==> src/rtl/serial_pkg.sv <==
// Shared definitions for the serial line blocks (transmitter now, receiver later).
//   tx_state_t  : transmitter frame state
//   *_LEVEL     : line levels for idle, start bit and stop bit
package serial_pkg;

    typedef enum logic [2:0] {
        IDLE,
        START,
        DATA,
        PARITY,
        STOP
    } tx_state_t;

    localparam logic IDLE_LEVEL  = 1'b1;
    localparam logic START_LEVEL = 1'b0;
    localparam logic STOP_LEVEL  = 1'b1;

endpackage

==> src/rtl/serial_baud_gen.sv <==
// Bit-period timer for the serial transmitter.
//   clk   : rising-edge clock
//   reset : synchronous active-low reset
//   en    : count while high; counter is held at zero while low
//   tick  : high on the last cycle of each CLKS_PER_BIT-cycle bit period
module serial_baud_gen #(
    parameter int CLKS_PER_BIT = 16
) (
    input  logic clk,
    input  logic reset,
    input  logic en,
    output logic tick
);

    localparam int CNT_W = (CLKS_PER_BIT > 1) ? $clog2(CLKS_PER_BIT) : 1;
    localparam logic [CNT_W-1:0] LAST = CNT_W'(CLKS_PER_BIT - 1);

    logic [CNT_W-1:0] cnt;

    // Holding the counter at zero while disabled means the first period
    // after enable is always a full CLKS_PER_BIT cycles long.
    always_ff @(posedge clk) begin
        if (!reset || !en) begin
            cnt <= '0;
        end else if (cnt == LAST) begin
            cnt <= '0;
        end else begin
            cnt <= cnt + CNT_W'(1);
        end
    end

    assign tick = en && (cnt == LAST);

endmodule

==> src/rtl/serial_tx.sv <==
// Parallel-in, serial-out transmitter. Frame: start bit, WIDTH data bits
// LSB first, optional even-parity bit, one stop bit; each bit lasts
// CLKS_PER_BIT cycles.
//   clk   : rising-edge clock
//   reset : synchronous active-low reset
//   d     : word to send, sampled on the accept edge
//   valid : sender has a word on d
//   ready : block can accept a word (IDLE only)
//   tx    : registered serial line, idle high
//   busy  : frame in progress
//   done  : one-cycle pulse on the first IDLE cycle after the stop bit
//
// Handshake: a word is transferred on any rising edge where valid and ready
// are both high. valid while ready is low is ignored (no queuing), and d is
// not looked at outside the transfer edge.
module serial_tx
    import serial_pkg::*;
#(
    parameter int WIDTH        = 8,
    parameter int CLKS_PER_BIT = 16,
    parameter int PARITY_EN    = 0
) (
    input  logic             clk,
    input  logic             reset,
    input  logic [WIDTH-1:0] d,
    input  logic             valid,
    output logic             ready,
    output logic             tx,
    output logic             busy,
    output logic             done
);

    localparam int IDX_W = (WIDTH > 1) ? $clog2(WIDTH) : 1;
    localparam logic [IDX_W-1:0] LAST_IDX = IDX_W'(WIDTH - 1);

    tx_state_t        state, state_next;
    logic [WIDTH-1:0] shreg, shreg_next;
    logic [IDX_W-1:0] idx, idx_next;
    logic             par, par_next;
    logic             tx_next;
    logic             done_next;
    logic             tick;

    serial_baud_gen #(
        .CLKS_PER_BIT(CLKS_PER_BIT)
    ) u_baud (
        .clk  (clk),
        .reset(reset),
        .en   (state != IDLE),
        .tick (tick)
    );

    always_ff @(posedge clk) begin
        if (!reset) begin
            state <= IDLE;
            shreg <= '0;
            idx   <= '0;
            par   <= 1'b0;
            tx    <= IDLE_LEVEL;
            done  <= 1'b0;
        end else begin
            state <= state_next;
            shreg <= shreg_next;
            idx   <= idx_next;
            par   <= par_next;
            tx    <= tx_next;
            done  <= done_next;
        end
    end

    always_comb begin
        state_next = state;
        shreg_next = shreg;
        idx_next   = idx;
        par_next   = par;
        done_next  = 1'b0;

        case (state)
            IDLE: begin
                if (valid) begin
                    shreg_next = d;
                    par_next   = ^d;
                    idx_next   = '0;
                    state_next = START;
                end
            end
            START: begin
                if (tick) state_next = DATA;
            end
            DATA: begin
                if (tick) begin
                    shreg_next = shreg >> 1;
                    if (idx == LAST_IDX) begin
                        idx_next   = '0;
                        state_next = (PARITY_EN != 0) ? PARITY : STOP;
                    end else begin
                        idx_next = idx + IDX_W'(1);
                    end
                end
            end
            PARITY: begin
                if (tick) state_next = STOP;
            end
            STOP: begin
                if (tick) begin
                    state_next = IDLE;
                    done_next  = 1'b1;
                end
            end
            default: state_next = IDLE;
        endcase
    end

    // tx is registered: its next value is taken from the next state so the
    // line level changes on the same edge as the state does.
    always_comb begin
        tx_next = IDLE_LEVEL;
        case (state_next)
            IDLE:    tx_next = IDLE_LEVEL;
            START:   tx_next = START_LEVEL;
            DATA:    tx_next = shreg_next[0];
            PARITY:  tx_next = par_next;
            STOP:    tx_next = STOP_LEVEL;
            default: tx_next = IDLE_LEVEL;
        endcase
    end

    assign ready = (state == IDLE);
    assign busy  = (state != IDLE);

endmodule

==> config.mk <==
export PLATFORM = sky130hd
export DESIGN_NAME = serial_tx
export DESIGN_NICKNAME = d
export VERILOG_FILES = /design/src/rtl/serial_pkg.sv /design/src/rtl/serial_baud_gen.sv /design/src/rtl/serial_tx.sv
export SDC_FILE = /design/constraint.sdc
export NUM_CORES = 1
export LEC_CHECK = 0
export ABC_CLOCK_PERIOD_IN_PS = 6340
export CAP_MARGIN = 20
export CORE_MARGIN = 8
export CORE_UTILIZATION = 55
export CTS_CLUSTER_SIZE = 24
export DETAILED_ROUTE_END_ITERATION = 8
export HOLD_SLACK_MARGIN = 0.1
export PLACE_DENSITY = 0.87
export SLEW_MARGIN = 20
export SYNTH_ARGS = -nofsm -noshare
export SYNTH_HDL_FRONTEND = slang
export SYNTH_HIERARCHICAL = 1
export SYNTH_SLANG_ARGS = --single-unit
==> constraint.sdc <==
create_clock -name clk -period 6.34 [get_ports clk]
set_input_delay 1.268 -clock clk [delete_from_list [all_inputs] [get_ports clk]]
set_output_delay 1.268 -clock clk [all_outputs]
set_load 0.03 [all_outputs]
; ---- After elaboration in Yosys (flattened, before gate mapping)
; Cells that the tools add are included.
; W data, S select, Z words.
[word_totals]
in_bits = 11
reg_bits = 21
[classes]
n_reduce_logical = 11
add_sub_neg = 2
mux = 18
n_eq_ne = 11
[ops]
columns = cell, n
row1 = $mux W3, 9
row2 = $mux W8, 2
row3 = $pmux W8 S2, 1
row4 = $pmux W3 S5, 1
row5 = $eq A3 B2 Y1 const B, 4
row6 = $reduce_xor A8 Y1, 1
row7 = $eq A3 B1 Y1 const B, 2
row8 = $eq A3 B3 Y1 const B, 2
row9 = $pmux W3 S2, 1
row10 = $add A4 B1 Y4 const B, 1
row11 = $eq A4 B4 Y1 const B, 1
row12 = $ne A2 B2 Y1 const B, 2
row13 = $add A3 B1 Y3 const B, 1
row14 = $logic_not A3 Y1, 1
row15 = $mux W1, 3
row16 = $pmux W1 S3, 1
row17 = $reduce_and A3 Y1, 1
row18 = $reduce_bool A3 Y1, 1
row19 = $logic_not A1 Y1, 2
row20 = $reduce_and A2 Y1, 1
row21 = $reduce_bool A2 Y1, 1
row22 = $reduce_or A2 Y1, 1
row23 = $logic_and A1 B1 Y1, 1
row24 = $logic_or A1 B1 Y1, 1

; ---- Depth between registers and ports, before layout
[depth]
depth_word = 6
depth_mapped = 9
depth_no_buf = 7

; ---- By module
; The synthesis kept the hierarchy.
[by_module_without_submodules]
columns = module, cells_per_inst, seq_area_each_um2, instances, area_per_inst_um2
row1 = serial_tx, 89, 340.3, 1, 840.8
row2 = serial_baud_gen, 17, 80.1, 1, 156.4

; ---- Worst setup path after synthesis
; No wires, ideal clock.
[synth_path]
path_kind = register to output
startpoint = register state[1]
endpoint = output port ready
n_path_buf = 1
arrival_time_ps = 1278
stages_incl_launch_ff = 4
slack_ps = 3794
cell_sequence = dfxtp_1 -> buf_2 -> or3_2 -> inv_1
[synth_via]
elab_chain_len = 1
[synth_rtl]
columns = item, line_no
row1 = start: declaration, serial_tx.sv:36  ; tx_state_t state, state_next;
row2 = start signal: assignment, serial_tx.sv:62  ; state <= state_next;
row3 = $logic_not A3 Y1, serial_tx.sv:128  ; assign ready = (state == IDLE);
row4 = end: declaration, serial_tx.sv:27  ; output logic ready,
; No other way between the ends.

; ---- Worst setup path after layout
; Ends and elaborated chain as after synthesis.

==> PnR_summary.wiki <==
{| class="wikitable"
! Metric !! Value
|-
| Run status || completed
|-
| Post-synthesis share of cell area spent on full adders, half adders and majority gates || under 10%
|-
| CTS tree || built
|-
| Clock transition at path regs || ~0.11 ns
|-
| Worst Hold Path EP || u_baud/cnt[0]$_SDFF_PP0_
|-
| Number of cells produced by synthesis || around 110
|-
| Layout Area Growth over Synthesis || 18.4%
|-
| Clock tree root driver cell || clkbuf_4
|-
| Initial core utilization || 58.4%
|-
| Vias in the first global route || roughly 780
|-
| Initial antenna violation count || 0
|-
| Hold crit path type || reg -> reg
|-
| Launch instance of the worst register-to-register path || state[1]$_SDFF_PN0_
|-
| Max incr delay on CP || ~0.66 ns
|-
| Worst-path cell chain || or3_2 > inv_1 > clkdlybuf4s50_1
|-
| CTS Hold Buffers Added || 0
|-
| Syn Std Cell Area || about 1000 µm²
|-
| Routed wirelength normalized by instance count || 12.3 µm
|-
| Post-route antenna net violation count || 0
|-
| Antenna cells || 0
|-
| Total global routing track utilization || between 10% and 20%
|-
| Detailed route wirelength on metal3 || around 71 µm
|-
| Cell type group with the largest total delay on the critical path || buffers and inverters
|-
| # Post-CTS Setup Buffers || 0
|-
| R2R Path End || tx$_SDFF_PN1_
|-
| Area of the placeable core || 1710 µm²
|-
| DRC viols || 0
|-
| Number of DRC markers after the initial detailed-route iteration || 13
|-
| Post-synthesis sequential element count || 21
|-
| Count of cells along the worst register-to-register path || 8
|-
| Final hold slack || 0.454 ns
|-
| Highest achievable clock rate || slightly above 300 MHz
|-
| Required time reported for the critical path endpoint || between 5 and 6 ns
|-
| CP Data Arrival Time || 2.00 ns
|-
| Leak || around 0.43 nW
|-
| Post-Syn Area per Cell || ~9.4 µm²
|-
| Hold path cells || 1
|-
| Vias after detailed routing || between 700 and 800
|-
| Detailed-router iteration count before antenna repair || 4
|-
| Synth warnings || 6
|-
| Sequential area share after synthesis || a little over two fifths
|-
| Sum of negative setup slack || 0 ns
|-
| Combinational family with the most area after synthesis || simple AND/OR/NAND/NOR gates
|-
| Site Rows || 15
|-
| Final count of pins violating max slew || 0
|-
| Die Ht || just under 60 µm
|-
| Htree depth || 1
|-
| Worst Max-Slew Pin Slew || between 0.6 and 0.7 ns
|-
| Startpoint type of the worst setup path || flip-flop
|-
| Global-route wire length before repair || between 3000 and 4000 µm
|-
| Crit path max-delay cell type || clkdlybuf4s50_1
|-
| Worst-case headroom to the max-slew limit || between 50% and 60%
|-
| Finish-stage setup viols || 0
|-
| Critical path endpoint category || primary output
|-
| Total die area || 3430 µm²
|-
| Setup skew after layout || approximately 0.00080 ns
|-
| Maximum vdd ir drop || 0.129 mV
|-
| Clock sink count || 21
|-
| Gr ovfl total || 0
|-
| Maximum number of pins on one net before global-route repair || 18
|-
| Post-detailed-routing wire length || about 1800 µm
|-
| Via-per-instance ratio || 5.38
|-
| Share of post-route cells with drive strength above 1 || 9.09%
|-
| Critical path type || reg -> out
|-
| Highest Signal Layer || met4
|-
| Latest clock arrival within the worst-skew pair || roughly 0.29 ns
|-
| Unrepaired setup endpoints after global routing || no
|-
| Number of max-capacitance violations reported || 0
|-
| Fin. Hold Viols || 0
|-
| HPWL reported at the end of detailed placement || roughly 1400 µm
|-
| Pwr Density || between 200 and 250 nW/µm²
|-
| Met1 routed wirelength after detailed routing || about 870 µm
|-
| Final-stage net count || about 140
|-
| Maximum net fanout on the critical path || 10
|-
| Post-synthesis mux area share || between 1 and 1.5%
|-
| Routability congestion estimate || 0.811
|-
| Buffers from clock root to sink, at most || 2
|-
| Number of buffer cells added on primary ports || 14
|-
| Die Wd || just under 60 µm
|-
| Final Cycle Share || between 50% and 60%
|-
| Area share of and/or/nand/nor cells after synthesis || a little over a fifth
|-
| Final Critical Period || approximately 3.3 ns
|-
| Number of buffer and inverter instances along the worst setup path || 2
|-
| Gates resized, CTS repair || 0
|-
| Mapped Nets || 120
|-
| Xor/xnor share of the synthesized area || ~7.9%
|-
| Wire length on met2 || approximately 840 µm
|-
| Worst R2R Setup Slack || between 4 and 5 ns
|-
| Number of buffers added by the clock tree synthesis step || 3
|-
| Number of ports placed on the die boundary || 15
|-
| Worst hold start || u_baud/cnt[0]$_SDFF_PP0_
|-
| Compound-gate portion of the synthesized area || roughly a fifth
|-
| Unique cell type count in the Yosys netlist || 34
|}
stage by stage:
stage          setup WS [ns]  utilization (%)  instances  area, µm²  total power [mW]
5_1_grt                 2.98             69.2        146       1180             0.257
3_5_place_dp            3.39             67.6        142       1150             0.184
3_3_place_gp            3.41             67.6        142       1150             0.183
6_report                3.07             69.2        146       1180             0.242
2_1_floorplan           3.79                -        106        997             0.169
4_1_cts                 3.07             69.2        146       1180             0.246
layout make-up:
class | instances | area (µm²)
clock buffers | 4 | 26.3
inverters | 4 | 15.0
repair buffers | 15 | 148
multi-input cells | 77 | 541
fillers | 140 | 527
well taps | 25 | 31.3
flip-flops and latches | 21 | 420
worst max path at each step:
stage                        start  slack, ns                  end  cells after the start
2_1_floorplan  state[1]$_SDFF_PN0_       3.79                ready                      3
3_3_place_gp   state[1]$_SDFF_PN0_       3.41                ready                      3
3_5_place_dp                 valid       3.39  idx[2]$_SDFFE_PN0P_                      5
4_1_cts        state[1]$_SDFF_PN0_       3.07                ready                      3
5_1_grt        state[1]$_SDFF_PN0_       2.98                ready                      3
6_report       state[1]$_SDFF_PN0_       3.07                ready                      3
kinds of logic (layout without fill, tap and decap cells):
family / after synthesis / after routing
compound gates: 27 / 27
buf+inv: 8 / 23
fa+ha+maj: 3 / 3
flops: 21 / 21
mux: 1 / 1
xor+xnor: 9 / 9
simple gates: 37 / 37
layout by cell type, fill, tap and decap left out, drive strengths merged:
| cell | count |
|---|---|
| xor2 | 2 |
| nor2b | 4 |
| or2b | 1 |
| ha | 3 |
| nand2b | 2 |
| xnor2 | 7 |
| inv | 4 |
| a21boi | 7 |
| or3b | 1 |
| a31oi | 1 |
| clkbuf | 4 |
| and2 | 1 |
| nand3 | 3 |
| nor2 | 9 |
| o211ai | 1 |
| mux2i | 1 |
| and3 | 1 |
| a32oi | 2 |
| or3 | 1 |
| clkdlybuf4s50 | 14 |
| dfxtp | 21 |
| a22oi | 8 |
| nor4 | 1 |
| nand2 | 10 |
| o21ai | 3 |
| nor4b | 1 |
| and3b | 1 |
| nor4bb | 1 |
| o22ai | 1 |
| a21oi | 3 |
| buf | 1 |
| a211o | 1 |
cell usage after synthesis:
master     n  area share, %
buf_4      1           0.75
a21boi_0   7            5.3
o22ai_1    1           0.63
or2b_1     1           0.75
o21ai_0    3            1.5
nand2_1   10            3.8
or3b_1     1           0.88
nor4b_4    1            2.4
clkbuf_1   1           0.38
buf_2      2            1.0
a211o_1    1           0.88
nor2_2     2            1.3
nand2b_1   2            1.3
or3_2      1           0.75
nor2b_1    4            2.5
and2_1     1           0.63
a31oi_1    1           0.63
a32oi_1    2            1.8
a21oi_1    3            1.5
mux2i_1    1            1.0
and3b_2    1            1.0
o211ai_2   1            1.3
nand3_1    3            1.5
a22oi_1    7            5.3
and3_1     1           0.63
nor4bb_1   1            1.0
xnor2_1    7            6.1
nor2_1     7            2.6
inv_1      4            1.5
ha_1       3            3.8
nor4_1     1           0.63
a22oi_2    1            1.3
dfxtp_1   21             42
xor2_1     2            1.8
registers in the layout, summed over array words and instances (netlist names):
signal and flops:
done 1, idx 3, par 1, shreg 8, state 3, tx 1
u_baud/cnt 4
where the power goes:
group	switching [mW]	leakage, nW	internal, mW
Clock	0.0369	0.0150	0.0245
Sequential	0.00378	0.171	0.138
Combinational	0.0187	0.247	0.0207
Total	0.0594	0.433	0.183
per-layer routing:
metal / GRT usage (%) / vias to the layer above
li1: - / 404
met1: 14.6 / 368
met2: 18.0 / 12
met3: 3.91 / 2
met4: 5.46 / 0
met5: 0 / -
Note: power is estimated with default switching activity, not from simulation.
